### config.mk
export PLATFORM = sky130hd
export DESIGN_NAME = ov7725_sccb_cfg
export DESIGN_NICKNAME = d
export VERILOG_FILES = /design/src/rtl/ov7725_sccb_cfg.sv
export SDC_FILE = /design/constraint.sdc
export NUM_CORES = 1
export LEC_CHECK = 0
export ABC_AREA = 1
export CAP_MARGIN = 20
export CELL_PAD_IN_SITES_DETAIL_PLACEMENT = 0
export CELL_PAD_IN_SITES_GLOBAL_PLACEMENT = 1
export CORE_UTILIZATION = 42
export CTS_BUF_LIST = sky130_fd_sc_hd__clkbuf_4 sky130_fd_sc_hd__clkbuf_8 sky130_fd_sc_hd__clkbuf_16
export DETAILED_ROUTE_END_ITERATION = 6
export PLACE_DENSITY = 0.79
export SLEW_MARGIN = 20
export SYNTH_ARGS = -nofsm -noshare
export SYNTH_HDL_FRONTEND = slang
export SYNTH_SLANG_ARGS = --single-unit
### constraint.sdc
create_clock -name clk -period 2.9 [get_ports clk]
set_clock_uncertainty 0.1 [all_clocks]
set_input_delay 0.435 -clock clk [delete_from_list [all_inputs] [get_ports clk]]
set_output_delay 0.435 -clock clk [all_outputs]
set_load 0.005 [all_outputs]
### src/rtl/ov7725_sccb_cfg.sv
// OV7725 power-up SCCB configuration sequencer.
// Walks an external {reg_addr, reg_data} table and issues one 3-phase SCCB
// write per entry. An entry whose reg_addr is 8'hFF is a delay marker instead.
module ov7725_sccb_cfg #(
    parameter int          CLK_FREQ_HZ = 50_000_000,
    parameter int          SCL_FREQ_HZ = 250_000,
    parameter logic [7:0]  DEV_ADDR    = 8'h42,
    parameter int          REG_NUM     = 70,
    parameter int          PWR_DLY     = 1_000_000,
    parameter int          DLY_UNIT    = 50_000,
    localparam int         IW          = (REG_NUM > 1) ? $clog2(REG_NUM) : 1
) (
    input  logic          clk,
    input  logic          rst_n,
    input  logic          i_start,
    output logic [IW-1:0] o_reg_idx,
    input  logic [15:0]   i_reg_data,
    output logic          ova_cfg_scl,
    output logic          ova_cfg_sda_o,
    output logic          ova_cfg_sda_oe,
    input  logic          ova_cfg_sda_i,
    output logic          o_busy,
    output logic          o_done,
    output logic          o_ack_err
);

    localparam int QDIV = CLK_FREQ_HZ / (4 * SCL_FREQ_HZ);
    localparam int QW   = (QDIV > 1) ? $clog2(QDIV) : 1;

    typedef enum logic [3:0] {
        S_IDLE, S_PWR_WAIT, S_LOAD, S_DELAY, S_START,
        S_BYTE, S_ACK, S_STOP, S_GAP, S_DONE
    } state_e;

    state_e        state_q, state_d;
    logic [QW-1:0] qcnt_q, qcnt_d;
    logic [1:0]    qtr_q, qtr_d;
    logic [2:0]    bit_q, bit_d;
    logic [1:0]    byte_q, byte_d;
    logic [31:0]   cnt_q, cnt_d;
    logic [31:0]   dly_last_q, dly_last_d;
    logic [15:0]   entry_q, entry_d;
    logic [IW-1:0] idx_q, idx_d;
    logic          ack_err_q, ack_err_d;
    logic          scl_q, scl_d;
    logic          oe_q, oe_d;
    logic          busy_q, busy_d;
    logic          done_q, done_d;

    logic          bus_st;
    logic          tick;
    logic          qend;
    logic          advance;
    logic [7:0]    byte_sel;
    logic          bit_val;

    // Quarter-bit timebase only runs while the bus is owned, so every
    // transfer starts phase-aligned to the state entry.
    always_comb begin
        bus_st = state_q inside {S_START, S_BYTE, S_ACK, S_STOP, S_GAP};
        tick   = bus_st && (qcnt_q == QW'(QDIV - 1));
        qend   = tick && (qtr_q == 2'd3);
        qcnt_d = (!bus_st || tick) ? '0 : qcnt_q + QW'(1);
    end

    // Next-state logic for the table walk and bit sequencing.
    always_comb begin
        state_d    = state_q;
        qtr_d      = qtr_q;
        bit_d      = bit_q;
        byte_d     = byte_q;
        cnt_d      = cnt_q;
        dly_last_d = dly_last_q;
        entry_d    = entry_q;
        idx_d      = idx_q;
        ack_err_d  = ack_err_q;
        advance    = 1'b0;

        if (tick) qtr_d = qtr_q + 2'd1;

        case (state_q)
            S_IDLE, S_DONE: begin
                if (i_start) begin
                    state_d   = S_LOAD;
                    idx_d     = '0;
                    ack_err_d = 1'b0;
                    cnt_d     = '0;
                end
            end
            S_PWR_WAIT: begin
                if (cnt_q == 32'(PWR_DLY - 1)) begin
                    state_d = S_LOAD;
                    cnt_d   = '0;
                end else begin
                    cnt_d = cnt_q + 32'd1;
                end
            end
            // ROM output settles one cycle after the index moves; latch on the second.
            S_LOAD: begin
                if (cnt_q == 32'd1) begin
                    cnt_d   = '0;
                    entry_d = i_reg_data;
                    if (i_reg_data[15:8] == 8'hFF) begin
                        state_d    = S_DELAY;
                        dly_last_d = (i_reg_data[7:0] == 8'd0) ? 32'd0 :
                                     32'(i_reg_data[7:0]) * 32'(DLY_UNIT) - 32'd1;
                    end else begin
                        state_d = S_START;
                        qtr_d   = 2'd0;
                    end
                end else begin
                    cnt_d = cnt_q + 32'd1;
                end
            end
            S_DELAY: begin
                if (cnt_q == dly_last_q) begin
                    cnt_d   = '0;
                    advance = 1'b1;
                end else begin
                    cnt_d = cnt_q + 32'd1;
                end
            end
            S_START: begin
                if (qend) begin
                    state_d = S_BYTE;
                    bit_d   = 3'd0;
                    byte_d  = 2'd0;
                end
            end
            S_BYTE: begin
                if (qend) begin
                    if (bit_q == 3'd7) state_d = S_ACK;
                    else               bit_d   = bit_q + 3'd1;
                end
            end
            S_ACK: begin
                if (tick && qtr_q == 2'd2 && ova_cfg_sda_i) ack_err_d = 1'b1;
                if (qend) begin
                    bit_d = 3'd0;
                    if (byte_q == 2'd2) begin
                        state_d = S_STOP;
                    end else begin
                        byte_d  = byte_q + 2'd1;
                        state_d = S_BYTE;
                    end
                end
            end
            S_STOP: begin
                if (qend) state_d = S_GAP;
            end
            S_GAP: begin
                if (qend) advance = 1'b1;
            end
            default: state_d = S_IDLE;
        endcase

        // Index stays on the last entry once the table is exhausted.
        if (advance) begin
            if (32'(idx_q) + 32'd1 == 32'(REG_NUM)) begin
                state_d = S_DONE;
            end else begin
                idx_d   = idx_q + IW'(1);
                state_d = S_LOAD;
            end
        end
    end

    // Bus pin decode from the next state so the pins flip on the same edge as the phase.
    always_comb begin
        unique case (byte_d)
            2'd0:    byte_sel = DEV_ADDR;
            2'd1:    byte_sel = entry_d[15:8];
            default: byte_sel = entry_d[7:0];
        endcase
        bit_val = byte_sel[3'd7 - bit_d];

        scl_d = 1'b1;
        oe_d  = 1'b0;
        case (state_d)
            S_START: oe_d = qtr_d[1];
            S_BYTE: begin
                scl_d = qtr_d[1];
                oe_d  = ~bit_val;
            end
            S_ACK:   scl_d = qtr_d[1];
            S_STOP: begin
                scl_d = qtr_d[1];
                oe_d  = (qtr_d != 2'd3);
            end
            default: ;
        endcase

        busy_d = !(state_d inside {S_IDLE, S_DONE});
        done_d = (state_d == S_DONE);
    end

    // State and registered outputs; reset drops the bus immediately without a STOP.
    always_ff @(posedge clk or negedge rst_n) begin
        if (!rst_n) begin
            state_q    <= S_PWR_WAIT;
            qcnt_q     <= '0;
            qtr_q      <= 2'd0;
            bit_q      <= 3'd0;
            byte_q     <= 2'd0;
            cnt_q      <= '0;
            dly_last_q <= '0;
            entry_q    <= '0;
            idx_q      <= '0;
            ack_err_q  <= 1'b0;
            scl_q      <= 1'b1;
            oe_q       <= 1'b0;
            busy_q     <= 1'b0;
            done_q     <= 1'b0;
        end else begin
            state_q    <= state_d;
            qcnt_q     <= qcnt_d;
            qtr_q      <= qtr_d;
            bit_q      <= bit_d;
            byte_q     <= byte_d;
            cnt_q      <= cnt_d;
            dly_last_q <= dly_last_d;
            entry_q    <= entry_d;
            idx_q      <= idx_d;
            ack_err_q  <= ack_err_d;
            scl_q      <= scl_d;
            oe_q       <= oe_d;
            busy_q     <= busy_d;
            done_q     <= done_d;
        end
    end

    assign o_reg_idx      = idx_q;
    assign ova_cfg_scl    = scl_q;
    assign ova_cfg_sda_o  = 1'b0;
    assign ova_cfg_sda_oe = oe_q;
    assign o_busy         = busy_q;
    assign o_done         = done_q;
    assign o_ack_err      = ack_err_q;

endmodule

* Word level (Yosys, flattened, before mapping)
Index checks and enable logic that the tools add are counted.
Word-level totals: input bits 20, flip-flop bits (word level) 109, output and inout bits 13, logic and storage cells 125
Operators by class: bitwise gates (word level) 1, order comparisons 1, reductions and logical operators 22, $add $sub $neg 9, mux-type cells 49, multiply operators 1, eq/ne operators 28
Operators by type and width (count):
- 32-bit 2-to-1 mux | 5
- 32-bit one-hot mux with 4 select lines | 1
- 4-bit 2-to-1 mux | 10
- 32-bit by 1-bit adder with 32-bit output, second input constant | 1
- 32-bit by 1-bit == test with 1-bit output, second input constant | 1
- 32-bit by 20-bit == test with 1-bit output, second input constant | 1
- 32-bit == test | 1
- 4-bit by 3-bit == test with 1-bit output, second input constant | 8
- 16-bit 2-to-1 mux | 2
- 4-bit one-hot mux with 8 select lines | 1
- 7-bit 2-to-1 mux | 4
- 24-bit by 1-bit subtractor with 25-bit output, second input constant | 1
- 8-bit by 12-bit multiplier with 20-bit output, second input constant | 1
- 2-bit 2-to-1 mux | 8
- 8-bit one-hot mux with 2 select lines | 1
- 4-bit == test, second input constant | 3
- 3-bit 2-to-1 mux | 4
- 7-bit by 1-bit adder with 8-bit output, second input constant | 1
- 4-bit by 2-bit == test with 1-bit output, second input constant | 2
- 8-bit by 7-bit == test with 1-bit output, second input constant | 1
- 8-bit == test, second input constant | 1
- 4-bit zero test | 2
- 8-bit zero test | 1
- 7-bit by 1-bit adder with 7-bit output, second input constant | 1
- other kinds (31) | 49

* Longest topological paths before layout
word-level depth 12, gate-level depth with buffers 22, mapped depth without buffers 22

* Least setup slack after synthesis
Ideal clock, no wire load.
path type input port to flip-flop, from in i_reg_data[2], to reg dly_last_q[21], buffers on the path 0, setup slack -0.998 ns, required time 2.683 ns, data arrival time 3.681 ns, stages on the path 17, cells stage by stage ha_1 -> ha_1 -> inv_1 -> fa_1 -> inv_1 -> fa_1 -> ha_1 -> nand2_1 -> nand2_1 -> o21ai_2 -> o21ai_1 -> xnor2_1 -> nand4_1 -> nor3_2 -> nand4_1 -> nand3_1 -> nand2_1
On the way: word-level cells in the longest chain between the ends 3, elaborated cells between the ends (all ways) 4
Ends and longest elaborated chain:
- start: declaration | RTL line 17 | input logic [15:0] i_reg_data,
- 8-bit by 12-bit multiplier with 20-bit output | RTL line 106 | 32'(i_reg_data[7:0]) * 32'(DLY_UNIT) - 32'd1;
- 24-bit by 1-bit subtractor with 25-bit output | RTL line 106
- 32-bit 2-to-1 mux (*) | RTL line 105 | dly_last_d = (i_reg_data[7:0] == 8'd0) ? 32'd0 :
- end signal: assignment | RTL line 221 | dly_last_q <= dly_last_d;
- end: declaration | RTL line 41 | logic [31:0] dly_last_q, dly_last_d;
Every way passes the cells marked *; elsewhere a longest branch is shown, timed or not. A chain may end at the register's enable or synchronous reset.

* Worst setup path after layout
from in i_reg_data[3], to reg dly_last_q[18]
The elaborated chain is that of the path after synthesis.

==> impl_metrics.py <==
metrics = {
    "grt": {
        "grt_max_degree": 45,
        "grt_pass1_wl_um": 34980,
        "gr-usage-all-layers_pct": 22.56,
        "first_global_vias": 7141,
        "grt-ovfl-total": 0,
        "antenna_found_initial": 0,
    },
    "yosys": {
        "yosysUniqueCellTypes": 55,
        "ys.flop_type": "dfrtp_1",
        "synth_edf_count": 0,
        "ys_async_sr_fraction_pct": 100.0,
        "syn_inst": 1053,
        "synth_area_per_cell_um2": 7.508,
        "synth_warnings": 0,
        "synth_area_leaders": "dfrtp_1, nand2_1, ha_1",
        "yosysTopAreaCell": "dfrtp_1",
        "synth_top_area_share_pct": 30.70,
        "syn_nets": 1154,
        "synth-seq-cells": 99,
        "synth-seq-area-share_pct": 31.37,
        "synth_area_mm2": 0.007906,
    },
    "timing": {
        "fin_crit_ns": 3.580,
        "maxSlewHeadroom_pct": 62.40,
        "fin_ws_ns": -0.6805,
        "timing.final.crit_share_pct": 123.5,
        "rsz0062_at_grt": "yes",
        "final_hold_viol_count": 0,
        "drv_slew": 0,
        "holdWs_ns": 0.3729,
        "fin_tns_setup_ns": -8.081,
        "max_freq_ghz": 0.2793,
        "worstMarginPinSlew_ns": 0.5640,
        "setup_viol": 15,
    },
    "clock_tree": {
        "cts_tree": "built",
        "htreeDepth": 3,
        "cts.clk_slew.worst_paths_ns": 0.08,
        "cts_inserted_buffers": 9,
        "cts.path.max_buffers": 2,
        "root_buffer": "clkbuf_16",
        "cts.sinks": 99,
        "clock_latency_ns": 0.36,
    },
    "pwr": {
        "p_int_mw": 4.083,
        "pwr-share-comb_pct": 56.2,
        "p_leak_nw": 4.877,
        "power_mw": 6.892,
        "vdd_drop_max_uv": 346.6,
        "clkPwrFrac_pct": 19.2,
        "p_sw_mw": 2.809,
        "switching_share_pct": 40.75,
        "seq_power_share_pct": 24.6,
        "power_density_mw_per_mm2": 667.8,
    },
    "critical_path": {
        "crit_slowest_cell": "fa_2",
        "end_kind": "flip-flop",
        "path_buf_inv": 2,
        "crit_family": "adder cells",
        "slowest_delay_ns": 0.56,
        "cp_cell_sequence": "buf_8 -> buf_6 -> ha_4 -> fa_1 -> fa_2 -> ha_4 -> ha_4 -> nand2_1 -> nor2_2 -> nand2_1 -> nand2_2 -> xor2_4 -> nand2_2 -> nor2_2 -> nand3_1 -> or2_0 -> nand3_1 -> o21ai_1",
        "worstSetupPathType": "in -> reg",
        "crit_arrival_ns": 3.73,
        "crit_top_cell": "ha_4",
        "startpoint_type": "input pin",
        "cp.required_ns": 3.05,
        "path_max_fanout": 4,
    },
    "layout": {
        "final_common_cell": "nand2_1",
        "layout_common_cells": "nand2_1, nor2_1, inv_1",
        "drive_above_1_share_pct": 24.75,
        "fin_cells": 1429,
        "syn_to_final_growth_pct": 30.53,
        "fin_area_mm2": 0.01032,
        "num-nets-final": 1296,
        "antenna_cells": 0,
        "final_core_util_pct": 56.68,
    },
    "die": {
        "start_util_pct": 43.42,
        "fp-row-count": 49,
        "core_mm2": 0.01821,
        "dieArea_mm2": 0.01938,
        "die_h_um": 139.2,
        "dieWidth_um": 139.2,
        "io_pins": 33,
    },
    "routing": {
        "dr_total_vias": 7290,
        "ant_nets": 0,
        "drcViolationCount": 0,
        "drt-initial-drc-count": 376,
        "vias_per_cell": 5.101,
        "finalWirelength_um": 21260,
        "avgRoutedWirePerCell_um": 14.88,
        "dr.pass1.iters": 7,
    },
    "placement": {
        "placed_area_mm2": 0.009315,
        "place_congestion": 0.8391,
        "dp_hpwl_um": 16360,
        "dpl.cell_count": 1391,
        "port-buffer-count": 31,
        "place_ws_ns": -1.592,
    },
    "status": {
        "violations": "setup timing",
        "status": "finished with violations",
    },
    "run": {
        "cap_violations": 0,
    },
    "worst_hold_path": {
        "hold_class": "reg -> reg",
    },
}
kinds of logic after synthesis:
kind of cell	count (synthesis)	synth area share (%)
compound gates	90	6.916
xor+xnor	52	5.950
fa+ha+maj	81	13.96
buf+inv	145	7.549
flops	99	31.37
other cells	1	0.04743
simple gates	585	34.21
worst min-delay path: stages (launching register included):
cell and delay, ns:
dfrtp_1 0.33, nand2_1 0.06, nand2_1 0.06
final timing paths:
kind	from	slack, ns	endpoint	depth (start not counted)
setup / recovery	i_reg_data[3]	-0.68	dly_last_q[18]	18
hold / removal	entry_q[1]	0.37	entry_q[1]	2
setup reg to reg	cnt_q[1]	0.35	ova_cfg_sda_oe	19
hold reg to reg	entry_q[1]	0.37	entry_q[1]	2
max in group asynchronous	rst_n	1.47	ova_cfg_scl	3
min in group asynchronous	rst_n	0.50	cnt_q[26]	2
power groups by stage:
stage,combinational (mW),sequential [mW],clock [mW]
after floorplan,2.00,1.70,0
after global placement,3.03,1.72,0
after detailed placement,3.05,1.72,0
after CTS,3.49,1.70,1.35
after global routing,4.25,1.72,1.40
final,3.87,1.70,1.32
state kept, by name, indices dropped and copies added (netlist names):
| signal | cells |
|---|---|
| qtr_q | 2 |
| byte_q | 2 |
| o_done | 1 |
| o_busy | 1 |
| o_reg_idx | 7 |
| cnt_q | 32 |
| o_ack_err | 1 |
| ova_cfg_scl | 1 |
| ova_cfg_sda_oe | 1 |
| qcnt_q | 6 |
| dly_last_q | 22 |
| entry_q | 16 |
| bit_q | 3 |
| state_q | 4 |
metal layers:
layer | GRT usage, % | routed length [um] | up-vias
li1 | - | - | 3741
met1 | 30.54 | 10300 | 3401
met2 | 37.51 | 9962 | 115
met3 | 2.970 | 567 | 33
met4 | 6.725 | 431 | 0
met5 | 0 | 0 | -
synthesized netlist by cell type, types with 2 or more instances:
cell,number
nand2_1,234
nor2_1,133
inv_1,119
dfrtp_1,97
nand3_1,85
ha_1,69
nand4_1,33
xor2_1,31
nor3_1,28
o21ai_0,28
a21oi_1,19
o22ai_1,19
xnor2_1,19
nand2_2,13
fa_1,12
nand3b_1,10
inv_2,9
nor2_2,8
nor4_1,8
o21ai_1,8
and2_1,6
buf_2,5
buf_6,5
nor3b_1,5
nand3_2,4
nor3_2,4
or2_2,4
a31oi_1,3
nor2_4,3
and3_1,2
buf_4,2
clkbuf_1,2
clkinv_1,2
dfstp_2,2
xor2_2,2
what timing repair did:
action	4_1_cts	5_1_grt
gates resized for setup	98	47
pin swaps	52	58
setup buffers	18	7
hold buffers	1	0
setup endpoints to repair	16	15
endpoints found under the hold margin	36	0
layout make-up:
type / instances / area (um2)
Clock buffer: 10 / 239.0
Clock inverter: 6 / 82.58
Fill cell: 1663 / 7889
Inverter: 131 / 493.0
Multi-Input combinational cell: 809 / 5517
Sequential cell: 99 / 2480
Tap cell: 229 / 286.5
Timing Repair Buffer: 145 / 1222
No activity file was read; power rests on OpenSTA's default activity.
